### src/rtl/score_digits_renderer_pkg.sv
// Shared bitmap geometry and BCD types for the score digit renderer.
package score_digits_renderer_pkg;
  localparam int DIGIT_W     = 5;
  localparam int DIGIT_H     = 5;
  localparam int DIGIT_PITCH = 6;
  localparam int NUM_DIGITS  = 2;

  typedef logic [3:0] bcd_t;
endpackage

### src/rtl/score_digits_renderer_bcd_counter2.sv
// Two-digit BCD score counter; clear wins over increment.
// Latency: score/overflow registered, visible one cycle after the pulse.
// Backpressure: none, every pulse is applied in the cycle it is seen.
module bcd_counter2
  import score_digits_renderer_pkg::*;
(
  input  logic       clk,
  input  logic       reset,
  input  logic       inc,
  input  logic       clr,
  output logic [7:0] score,
  output logic       overflow
);

  bcd_t tens;
  bcd_t ones;

  always_ff @(posedge clk) begin
    overflow <= 1'b0;
    if (reset || clr) begin
      tens <= 4'd0;
      ones <= 4'd0;
    end else if (inc) begin
      if (ones != 4'd9) begin
        ones <= ones + 4'd1;
      end else begin
        ones <= 4'd0;
        // Carry out of the tens digit wraps 99 -> 00 and flags it once.
        if (tens != 4'd9) begin
          tens <= tens + 4'd1;
        end else begin
          tens     <= 4'd0;
          overflow <= 1'b1;
        end
      end
    end
  end

  assign score = {tens, ones};

endmodule

### src/rtl/score_digits_renderer.sv
// Scans a 2-digit BCD score onto the raster through an external digit ROM.
// Latency: ROM address combinational from hpos/vpos, pixel registered (1 cycle).
// Backpressure: none, follows the sync generator every pixel clock.
module score_digits_renderer
  import score_digits_renderer_pkg::*;
#(
  parameter int X0         = 16,
  parameter int Y0         = 16,
  parameter int SCALE_LOG2 = 3
) (
  input  logic       clk,
  input  logic       reset,
  input  logic [8:0] hpos,
  input  logic [8:0] vpos,
  input  logic       display_on,
  input  logic       score_inc,
  input  logic       score_clr,
  output logic [3:0] digit,
  output logic [2:0] yofs,
  input  logic [4:0] bits,
  output logic [7:0] score,
  output logic       overflow,
  output logic       pixel
);

  localparam int CELL = 1 << SCALE_LOG2;
  localparam logic [9:0] X_BEG = 10'(X0);
  localparam logic [9:0] X_END = 10'(X0 + DIGIT_PITCH * NUM_DIGITS * CELL);
  localparam logic [9:0] Y_BEG = 10'(Y0);
  localparam logic [9:0] Y_END = 10'(Y0 + DIGIT_H * CELL);

  logic [7:0] disp_score;
  logic [8:0] relx, rely;
  logic [3:0] col;
  logic [2:0] row, xofs;
  logic       in_box, tens_sel, pix_next;
  bcd_t       nib;
  logic [4:0] bits_shl;

  bcd_counter2 u_counter (
    .clk      (clk),
    .reset    (reset),
    .inc      (score_inc),
    .clr      (score_clr),
    .score    (score),
    .overflow (overflow)
  );

  always_comb begin
    relx     = hpos - X_BEG[8:0];
    rely     = vpos - Y_BEG[8:0];
    col      = 4'(relx >> SCALE_LOG2);
    row      = 3'(rely >> SCALE_LOG2);
    in_box   = ({1'b0, hpos} >= X_BEG) && ({1'b0, hpos} < X_END) &&
               ({1'b0, vpos} >= Y_BEG) && ({1'b0, vpos} < Y_END);
    tens_sel = (col < 4'd6);
    xofs     = tens_sel ? col[2:0] : 3'(col - 4'd6);
    nib      = tens_sel ? disp_score[7:4] : disp_score[3:0];
    digit    = in_box ? nib : 4'd0;
    yofs     = in_box ? row : 3'd0;
    // Shifting the row left by xofs puts column xofs at bit 4; the spacer
    // column (xofs >= 5) shifts everything out and reads as 0.
    bits_shl = bits << xofs;
    pix_next = display_on & in_box & bits_shl[4];
  end

  always_ff @(posedge clk) begin
    if (reset) begin
      pixel      <= 1'b0;
      disp_score <= 8'h00;
    end else begin
      pixel <= pix_next;
      // Latch the score only at frame start so a frame never mixes values.
      if (hpos == 9'd0 && vpos == 9'd0)
        disp_score <= score;
    end
  end

endmodule

### config.mk
export PLATFORM = sky130hd
export DESIGN_NAME = score_digits_renderer
export DESIGN_NICKNAME = d
export VERILOG_FILES = /design/src/rtl/score_digits_renderer_pkg.sv /design/src/rtl/score_digits_renderer_bcd_counter2.sv /design/src/rtl/score_digits_renderer.sv
export SDC_FILE = /design/constraint.sdc
export NUM_CORES = 1
export LEC_CHECK = 0
export BUFFER_PORTS_ARGS = -buffer_cell sky130_fd_sc_hd__buf_4
export CORE_ASPECT_RATIO = 0.6
export CORE_MARGIN = 8
export CORE_UTILIZATION = 43
export DETAILED_ROUTE_END_ITERATION = 8
export PLACE_DENSITY_LB_ADDON = 0.2
export SYNTH_ARGS = -nofsm -noshare
export SYNTH_HDL_FRONTEND = slang
export SYNTH_SLANG_ARGS = --single-unit
### constraint.sdc
create_clock -name clk -period 1.8 [get_ports clk]
set_clock_uncertainty 0.15 [all_clocks]
set_input_delay 0.18 -clock clk [delete_from_list [all_inputs] [get_ports clk]]
set_output_delay 0.18 -clock clk [all_outputs]
set_load 0.03 [all_outputs]
* Yosys cells after proc, flatten, opt, wreduce, memory -nomap -nowiden *
Index checks and enable logic that the tools add are counted.

cells by class
  shift-type cells = 1
  equality and inequality tests = 2
  add/sub/neg operators = 5
  $lt $le $gt $ge = 5
  reduce and logical (&&, ||, !) cells = 9
  bitwise logic cells = 4
  muxes and demuxes = 7

operators by type and width
  kind                 count
  $ge 9x5->1 const B   2
  $logic_not 9->1      2
  $mux 4               4
  $lt 9x6->1 const B   1
  $lt 9x7->1 const B   1
  $add 4x1->4 const B  2
  $ne 4x4->1 const B   2
  $sub 7x5->7 const B  1
  $mux 3               2
  $sub 6x5->6 const B  1
  $shl 5x3->5          1
  $logic_and 1x1->1    4
  $lt 4x3->1 const B   1
  $reduce_or 3->1      1
  $sub 3x3->3 const B  1
  $and 1x1->1          2
  $not 1->1            2
  $reduce_and 2->1     1
  $logic_or 1x1->1     1
  $mux 1               1

storage, ports and cells
  flip-flop bits (word level) = 18
  logic and storage cells = 38
  input port bits = 28

* Logic depth before layout (Yosys ltp) *
Gate-level depths: netlist (run 1).

  word-level depth = 6
  depth in mapped cells = 7
  mapped depth without buffers = 6

* Hierarchy *
A second synthesis (run 1) with hierarchy kept.

second synthesis, totals
  cell total of the unflattened synthesis = 140
  area, all modules = 1149.9 um2

modules (own cells, without submodules)
  module                 area each (um2)  instances  cells each
  score_digits_renderer  734.5            1          91
  bcd_counter2           415.4            1          49

* Worst setup path after synthesis (run 1) *
OpenSTA, ideal clock, no wires.

  kind = input to output
  start point = input port hpos[5]
  end point = output port digit[0]
  cell stages on the path = 7
  arrival time = 1661 ps
  slack = -191 ps
  required time = 1470 ps
  buffers on the path = 1
  path through = inv_1 ha_1 nor2b_1 a211oi_1 or4_1 buf_2 nor2_1

on the way
  cells in the longest elaborated chain, start to end = 5
  elaborated cells between the ends (all ways) = 9
  classes of those cells = add/sub: 1; order compare: 3; mux: 2; reduce/logical: 3

ends and longest elaborated chain
  what                                                 RTL line                     source
  start, declared                                      score_digits_renderer.sv:13  input logic [8:0] hpos,
  branches (longest 4 deep; another with $sub 7x5->7)  --
  $mux 4 *                                             score_digits_renderer.sv:59  digit = in_box ? nib : 4'd0;
  end, declared                                        score_digits_renderer.sv:18  output logic [3:0] digit,

Mark *: on every way between the ends.

* Final worst setup path (run 1) *
  start point = input port vpos[2]
  end point = output port yofs[0]

on the way
  cells in the longest elaborated chain, start to end = 4
  elaborated cells between the ends (all ways) = 6
  classes of those cells = add/sub: 1; order compare: 2; mux: 1; reduce/logical: 2

ends and longest elaborated chain
  what               RTL line                     source
  start, declared    score_digits_renderer.sv:14  input logic [8:0] vpos,
  $ge 9x5->1         score_digits_renderer.sv:55  ({1'b0, vpos} >= Y_BEG) && ({1'b0, vpos} < Y_END);
  $logic_and 1x1->1  score_digits_renderer.sv:54  in_box = ({1'b0, hpos} >= X_BEG) && ({1'b0, hpos} < X_END) &&
  $logic_and 1x1->1  score_digits_renderer.sv:55
  $mux 3 *           score_digits_renderer.sv:60  yofs = in_box ? row : 3'd0;
  end, declared      score_digits_renderer.sv:19  output logic [2:0] yofs,

Every way passes the cells marked *; elsewhere a longest branch is shown, timed or not.

==> results of run 1 <==
==> power breakdown <==
group,switching [mW],total (mW),internal (mW)
registers,0.00122,0.401,0.400
logic,0.0906,0.197,0.106
clock network,0.147,0.342,0.195
total,0.239,0.939,0.701
==> worst max-delay path by stage <==
| stage | from | to | slack [ns] | depth (start not counted) |
|---|---|---|---|---|
| after CTS | vpos[2] | yofs[0] | -0.19 | 7 |
| after global placement | vpos[1] | digit[2] | -0.21 | 7 |
| after floorplan | hpos[5] | digit[0] | 0.02 | 7 |
| after detailed placement | hpos[1] | digit[2] | -0.30 | 7 |
| final | vpos[2] | yofs[0] | -0.20 | 7 |
| after global routing | vpos[5] | yofs[0] | -0.25 | 9 |
==> timing repair <==
item,4_1_cts,5_1_grt
setup endpoints to repair,7,7
buffers inserted,1,2
pin swaps,5,0
cloned,0,0
resized for setup,19,2
==> Yosys cell counts, types with 2 or more instances <==
library cell,n,area [um2]
dfxtp_1,18,360.4
nor2_1,17,63.81
a21oi_1,13,65.06
nand3_1,11,55.05
o21ai_0,11,55.05
mux2i_1,8,80.08
nor2b_1,7,43.79
inv_1,6,22.52
ha_1,5,62.56
nand2_1,5,18.77
clkbuf_1,4,15.01
xor2_1,4,35.03
nor3_1,3,15.01
and2_1,2,12.51
nand2b_1,2,12.51
nand4_1,2,12.51
o31ai_1,2,15.01
or2_2,2,12.51
==> layer usage <==
metal	up-vias	track usage, %	routed length (um)
met1	574	19.87	1563
met5	-	0	0
met3	4	5.806	250
met2	33	24.22	1714
li1	614	-	-
met4	0	2.985	25
==> registers in the layout, summed over array words and instances, names as in the netlist <==
name and cells:
disp_score 8, u_counter.ones 4, u_counter.tens 4, pixel 1, u_counter.overflow 1
==> cell type report <==
cell class / instances / area share [%]
Tap cell: 32 / 2.199
Inverter: 6 / 1.237
Clock buffer: 4 / 3.024
Multi-Input combinational cell: 109 / 44.88
Timing Repair Buffer: 64 / 28.87
Sequential cell: 18 / 19.79
==> kinds of logic (layout without fill, tap and decap cells) <==
group                      Yosys count  count (layout)  share of synthesized area, %
and+or+nand+nor                     60              60                         29.46
AOI/OAI and AO/OA                   30              30                         16.96
buffers and inverters               11              74                         3.794
DFF                                 18              18                         32.14
xor gates and xnor gates             5               5                         3.906
muxes                                9               9                         8.148
adders and majority gates            5               5                         5.580
==> results_dict.tcl, run 1 <==
set metrics [dict create \
    crit_family "simple AND/OR/NAND/NOR gates" \
    wl_per_cell_um 15.25 \
    htree_levels 1 \
    finalSetupViolations 7 \
    tightest_slew_ns 0.3021 \
    place_area_um2 1659 \
    p_per_area_nw_per_um2 515.9 \
    core-area_um2 2487 \
    cts_inserted_buffers 3 \
    synth_nets 171 \
    ir_drop_mv 0.4425 \
    holdWs_ns 0.01165 \
    clockBufferDepth 2 \
    layout-drive-gt1-share_pct 43.78 \
    fin_cells 233 \
    reg2regPathDepth 4 \
    reg2reg_slack_ns 0.21 \
    fp.dieW_um 81.92 \
    path_max_fanout 5 \
    firstDrtPassIters 4 \
    ys_warn_count 0 \
    finalCritPeriodShare_pct 111.1 \
    overflow 0 \
    regToRegEndpoint "u_counter.tens[1]" \
    crit_top_cell "buf_6" \
    tns_ns -1.212 \
    cts.sinks 18 \
    crit_arrival_ns 1.67 \
    cp_slowest_cell "or4_4" \
    io_buffers 44 \
    slew-limit-headroom_pct 79.28 \
    avgViaCountPerCell 5.258 \
    ctsHoldBuffers 0 \
    synthesis.instances 138 \
    hold_end "disp_score[0]" \
    yosysUniqueCellTypes 34 \
    antenna_found_initial 0 \
    whs_path_depth 2 \
    final_util_pct 73.19 \
    seq_area_frac_synth_pct 32.14 \
    synth_flop_cell "dfxtp_1" \
    route.detailed.drc 0 \
    rsz0062_at_grt "true" \
    vias 1225 \
    ys_seq_elements 18 \
    postLayoutCellArea_um2 1821 \
    max_cap_viol_count 0 \
    start_kind "primary input" \
    grt_pass1_vias 1230 \
    wirelength_mm 3.554 \
    dpl.cell_count 226 \
    register_area_um2 360.3 \
    clkLatencyLatePin_ns 0.26 \
    mostFrequentLayoutCells "buf_4 (53), dfxtp_1 (18), a21oi_1 (13)" \
    final_common_cell "buf_4" \
    pre_cts_ws_ns -0.3008 \
    drt_iter0_drc 112 \
    die_area_um2 4551 \
    synth_area_per_cell_um2 8.124 \
    fmax_ghz 0.5002 \
    track_usage_pct 15.55 \
    synth_edf_count 0 \
    fillCellCount 182 \
    antenna_left 0 \
    cts_root_buf "clkbuf_8" \
    crit_path_end_kind "output port" \
    setup.worst_path.class "in2out" \
    slowest_delay_ns 0.55 \
    diodes 0 \
    status "finished, violations left" \
    num_rows 14 \
    syn2layout_area_growth_pct 62.39 \
    multi_input_area_um2 817.0 \
    power_uw 939.1 \
    ys_async_sr_fraction_pct 0 \
    violations "negative setup slack" \
    hold_path_class "in2reg" \
    final_nets 235 \
    min_from "reset" \
    grt_max_degree 11 \
    p_leak_nw 0.7611 \
    timing.rr.start "u_counter.ones[3]" \
    clk_pin_slew_ns 0.07 \
    grt_pass1_wl_mm 5.727 \
    die_height_um 55.55 \
    path_buf_inv 3 \
    setup_ws_ns -0.1990 \
    start_util_pct 45.07 \
    cts_tree "built" \
    gp_congestion 0.7728 \
    hold_viol 0 \
    cp.required_ns 1.47 \
    slew_viol_final 0 \
    path_cells "buf_6 -> nor4_4 -> a2111oi_2 -> or4_4 -> buf_8 -> nor2_4 -> buf_6" \
    num_io_pins 45 \
    dpl.hpwl_mm 2.702 \
    period_needed_ns 1.999 \
    syn-cell-area_um2 1121 \
]
No activity file was read; power rests on OpenSTA's default activity.
==> inputs of run 2 (changes only) <==
--- a/config.mk
+++ b/config.mk
@@ -6,7 +6,7 @@
 export NUM_CORES = 1
 export LEC_CHECK = 0
 export BUFFER_PORTS_ARGS = -buffer_cell sky130_fd_sc_hd__buf_4
-export CORE_ASPECT_RATIO = 0.6
+export CORE_ASPECT_RATIO = 0.7
 export CORE_MARGIN = 8
 export CORE_UTILIZATION = 43
 export DETAILED_ROUTE_END_ITERATION = 8
@@ -14,3 +14,4 @@
 export SYNTH_ARGS = -nofsm -noshare
 export SYNTH_HDL_FRONTEND = slang
 export SYNTH_SLANG_ARGS = --single-unit
+export TNS_END_PERCENT = 5
==> results_dict.tcl, run 2 (synthesis gave the netlist of run 1 again) <==
set metrics [dict create \
    status "finished, violations left" \
    violations "negative setup slack" \
    crit_arrival_ns 1.62 \
    final_nets 232 \
    cp_slowest_cell "or4_4" \
    worstSetupEndpoint "digit[3]" \
    overflow 0 \
    slew-limit-headroom_pct 71.40 \
    path_cells "buf_4 -> inv_4 -> ha_4 -> nor2b_4 -> a211oi_2 -> or4_4 -> buf_8 -> nor2_4 -> buf_6" \
    comb_power_share_pct 21.7 \
    p_switching_uw 233.1 \
    firstDrtPassIters 4 \
    fin_cells 232 \
    finalCritPeriodShare_pct 108.1 \
    cp.required_ns 1.47 \
    cp.depth 9 \
    slowest_delay_ns 0.56 \
    rsz0062_at_grt "true" \
    start_util_pct 45.25 \
    timing.rr.start "u_counter.ones[2]" \
    dpl.hpwl_mm 2.708 \
    p_int_uw 702.4 \
    clockBufferDepth 2 \
    clk_pin_slew_ns 0.07 \
    worstSetupStartpoint "hpos[5]" \
    vias 1252 \
    crit_path_end_kind "output port" \
    tns_ns -0.8039 \
    ctsHoldBuffers 0 \
    cts_inserted_buffers 3 \
    slew_viol_final 0 \
    regMostFlops "disp_score" \
    clkPwrFrac_pct 35.3 \
    clkLatencyLatePin_ns 0.26 \
    dpl.cell_count 227 \
    regToRegEndpoint "u_counter.tens[1]" \
    largestRegisters "disp_score (8), u_counter.ones (4), u_counter.tens (4)" \
    cts.sinks 18 \
    hold_path_class "in2reg" \
    avgViaCountPerCell 5.397 \
    gp_congestion 0.7748 \
    grt_pass1_wl_mm 5.623 \
    reg2regPathDepth 4 \
    diodes 0 \
    die_height_um 58.72 \
    hold_viol 0 \
    p_per_area_nw_per_um2 504.9 \
    fp.dieW_um 77.03 \
    antenna_left 0 \
    swShare_pct 24.91 \
    core-area_um2 2477 \
    wirelength_mm 3.550 \
    period_needed_ns 1.945 \
    io_buffers 44 \
    setup.worst_path.class "in2out" \
    largest_reg_flops 8 \
    holdWs_ns 0.009256 \
    reg2reg_slack_ns 0.18 \
    fillCellCount 193 \
    tightest_slew_ns 0.4257 \
    route.detailed.drc 0 \
    seq_power_share_pct 43.0 \
    num_io_pins 45 \
    max_cap_viol_count 0 \
    final_common_cell "buf_4" \
    start_kind "primary input" \
    num_rows 15 \
    drt_iter0_drc 73 \
    die_area_um2 4523 \
    power_uw 935.5 \
    layout-drive-gt1-share_pct 45.96 \
    grt_max_degree 11 \
    mostFrequentLayoutCells "buf_4 (48), dfxtp_1 (18), a21oi_1 (13)" \
    path_buf_inv 4 \
    path_max_fanout 5 \
    cts_root_buf "clkbuf_8" \
    track_usage_pct 15.43 \
    crit_family "simple AND/OR/NAND/NOR gates" \
    setup_ws_ns -0.1452 \
    finalSetupViolations 7 \
    ir_drop_mv 0.4646 \
    fmax_ghz 0.5141 \
    p_leak_nw 0.7539 \
    antenna_found_initial 0 \
    htree_levels 1 \
    syn2layout_area_growth_pct 65.29 \
    grt_pass1_vias 1179 \
    cts_tree "built" \
    wl_per_cell_um 15.30 \
]
## run 2: cell count changes in the layout (fill, tap and decap cells not counted), sizes merged
cell  delta
buf      -3
## run 2: final cells by class
class | count | area, um2 | share of cell area (%)
Timing Repair Buffer | 61 | 510.5 | 27.55
Sequential cell | 18 | 360.3 | 19.45
Inverter | 6 | 25.02 | 1.350
Tap cell | 34 | 42.54 | 2.296
Multi-Input combinational cell | 109 | 859.6 | 46.39
Clock buffer | 4 | 55.05 | 2.971
## run 2: metal layers
metal  routed length, um  GRT usage (%)
met3                 290          6.535
met5                   0              0
met2                1716          25.21
met4                  50          5.080
met1                1494          17.94
## run 2: how the worst min path moves through the flow
stage / startpoint / to / cells past startpoint
2_1_floorplan: score_inc / u_counter.ones[0] / 2
3_3_place_gp: reset / disp_score[5] / 2
3_5_place_dp: reset / disp_score[3] / 2
4_1_cts: reset / disp_score[3] / 2
5_1_grt: reset / disp_score[2] / 2
6_report: reset / disp_score[3] / 2
## run 2: repair_timing
item	CTS	global route
gates resized for setup	31	2
endpoints found under the setup margin	7	7
buffers inserted	1	0
pin swaps	7	0
## run 2: power groups by stage
| stage | clock network [mW] | registers, mW | logic, mW |
|---|---|---|---|
| after CTS | 0.336 | 0.402 | 0.198 |
| after detailed placement | 0 | 0.411 | 0.177 |
| after global placement | 0 | 0.411 | 0.171 |
| after global routing | 0.354 | 0.403 | 0.216 |
| final | 0.331 | 0.402 | 0.203 |
| after floorplan | 0 | 0.414 | 0.0732 |
## run 2: metrics by stage
| stage | worst slack, ns | utilization (%) | area, um2 |
|---|---|---|---|
| 6_report | -0.1452 | 74.80 | 1853 |
| 3_5_place_dp | -0.2354 | 66.77 | 1654 |
| 5_1_grt | -0.2158 | 74.80 | 1853 |
| 2_1_floorplan | -0.0008840 | - | 1184 |
| 3_3_place_gp | -0.2289 | 66.77 | 1654 |
| 4_1_cts | -0.1557 | 74.44 | 1844 |
==> inputs of run 3 (changes only) <==
--- a/config.mk
+++ b/config.mk
@@ -14,4 +14,3 @@
 export SYNTH_ARGS = -nofsm -noshare
 export SYNTH_HDL_FRONTEND = slang
 export SYNTH_SLANG_ARGS = --single-unit
-export TNS_END_PERCENT = 5
==> results_dict.tcl, run 3 (synthesis gave the netlist of run 1 again) <==
set metrics [dict create \
    crit_top_cell "buf_6" \
    status "finished, violations left" \
    tns_ns -1.226 \
    fmax_ghz 0.5028 \
    register_area_um2 360.3 \
    largest_reg_flops 8 \
    pre_cts_ws_ns -0.2785 \
    finalCritPeriodShare_pct 110.5 \
    p_switching_uw 220.2 \
    start_kind "primary input" \
    grt_pass1_vias 1252 \
    setup_ws_ns -0.1888 \
    path_max_fanout 3 \
    final_nets 233 \
    die_height_um 58.72 \
    seq_power_share_pct 43.8 \
    cts_tree "built" \
    mostFrequentLayoutCells "buf_4 (51), dfxtp_1 (18), a21oi_1 (13)" \
    fp.dieW_um 77.03 \
    slew-limit-headroom_pct 79.05 \
    wl_per_cell_um 15.50 \
    clockBufferDepth 2 \
    core-area_um2 2477 \
    crit_path_end_kind "output port" \
    num_rows 15 \
    path_cells "buf_6 -> nor4_4 -> a2111oi_2 -> or4_4 -> buf_6 -> nor2_4 -> buf_6" \
    avgViaCountPerCell 5.361 \
    ctsHoldBuffers 0 \
    htree_levels 1 \
    fin_cells 233 \
    slew_viol_final 0 \
    comb_power_share_pct 20.9 \
    finalSetupViolations 7 \
    tightest_slew_ns 0.3140 \
    swShare_pct 24.03 \
    hold_path_class "in2reg" \
    cts_inserted_buffers 3 \
    period_needed_ns 1.989 \
    route.detailed.drc 0 \
    regMostFlops "disp_score" \
    wirelength_mm 3.611 \
    firstDrtPassIters 4 \
    hold_viol 0 \
    die_area_um2 4523 \
    diodes 0 \
    power_uw 916.4 \
    antenna_found_initial 0 \
    track_usage_pct 15.16 \
    antenna_left 0 \
    clk_pin_slew_ns 0.07 \
    place_area_um2 1654 \
    layout-drive-gt1-share_pct 43.72 \
    clkLatencyLatePin_ns 0.25 \
    violations "negative setup slack" \
    cts_root_buf "clkbuf_8" \
    postLayoutCellArea_um2 1808 \
    slowest_delay_ns 0.56 \
    vias 1249 \
    dpl.cell_count 227 \
    gp_congestion 0.8050 \
    worstSetupStartpoint "vpos[1]" \
    timing.rr.start "u_counter.ones[3]" \
    ir_drop_mv 0.4897 \
    min_from "reset" \
    grt_pass1_wl_mm 5.706 \
    io_buffers 44 \
    final_common_cell "buf_4" \
    syn2layout_area_growth_pct 61.27 \
    largestRegisters "disp_score (8), u_counter.ones (4), u_counter.tens (4)" \
    cp_slowest_cell "or4_4" \
    dpl.hpwl_mm 2.672 \
    drt_iter0_drc 69 \
    p_per_area_nw_per_um2 506.8 \
    grt_max_degree 11 \
    fillCellCount 213 \
    rsz0062_at_grt "true" \
    multi_input_area_um2 812.0 \
    cp.required_ns 1.47 \
    start_util_pct 45.25 \
    clkPwrFrac_pct 35.3 \
    overflow 0 \
    cts.sinks 18 \
    crit_arrival_ns 1.66 \
    p_leak_nw 0.7568 \
    setup.worst_path.class "in2out" \
    num_io_pins 45 \
    max_cap_viol_count 0 \
    p_int_uw 696.2 \
]
==> run 3: power groups by stage <==
stage | clock network, mW | registers [mW] | logic, mW
5_1_grt | 0.343 | 0.401 | 0.206
6_report | 0.323 | 0.401 | 0.192
3_5_place_dp | 0 | 0.410 | 0.176
4_1_cts | 0.331 | 0.401 | 0.187
2_1_floorplan | 0 | 0.414 | 0.0735
3_3_place_gp | 0 | 0.410 | 0.170
==> run 3: stage by stage <==
step,hold WS (ns),util [%]
after floorplan,0.1668,-
after global placement,0.2719,66.77
after detailed placement,0.2825,66.77
after CTS,0.01724,71.97
after global routing,0.03611,72.98
final,0.02620,72.98
==> run 3: layer usage <==
layer | wire length, um | up-vias | global-route usage [%]
met5 | 0 | - | 0
met4 | 17 | 0 | 1.872
met3 | 287 | 2 | 5.015
met2 | 1793 | 53 | 27.74
met1 | 1513 | 581 | 17.31
li1 | - | 613 | -
==> run 3: cell type report <==
type                    instances  area share (%)
repair buffers                 62           28.51
inverters                       6           1.246
clock buffers                   4           3.045
multi-input cells             109           44.91
well taps                      34           2.353
flip-flops and latches         18           19.93
==> run 3: timing repair <==
action,CTS,global route
pin swaps,2,0
setup buffers,1,1
resized for setup,20,3
hold endpoints to repair,0,0
setup endpoints to repair,7,7
==> run 3: worst max-delay path, delay by kind of cell <==
family	cells	cell delay, ns
AOI/OAI and AO/OA	1	0.11
buffers and inverters	3	0.38
and+or+nand+nor	3	0.98
==> run 3: worst paths after layout <==
kind                        to  slack [ns]  cells past startpoint
max                    yofs[0]       -0.19                      7
min              disp_score[3]        0.03                      2
max reg2reg  u_counter.tens[1]        0.18                      4
min reg2reg      disp_score[4]        0.33                      2
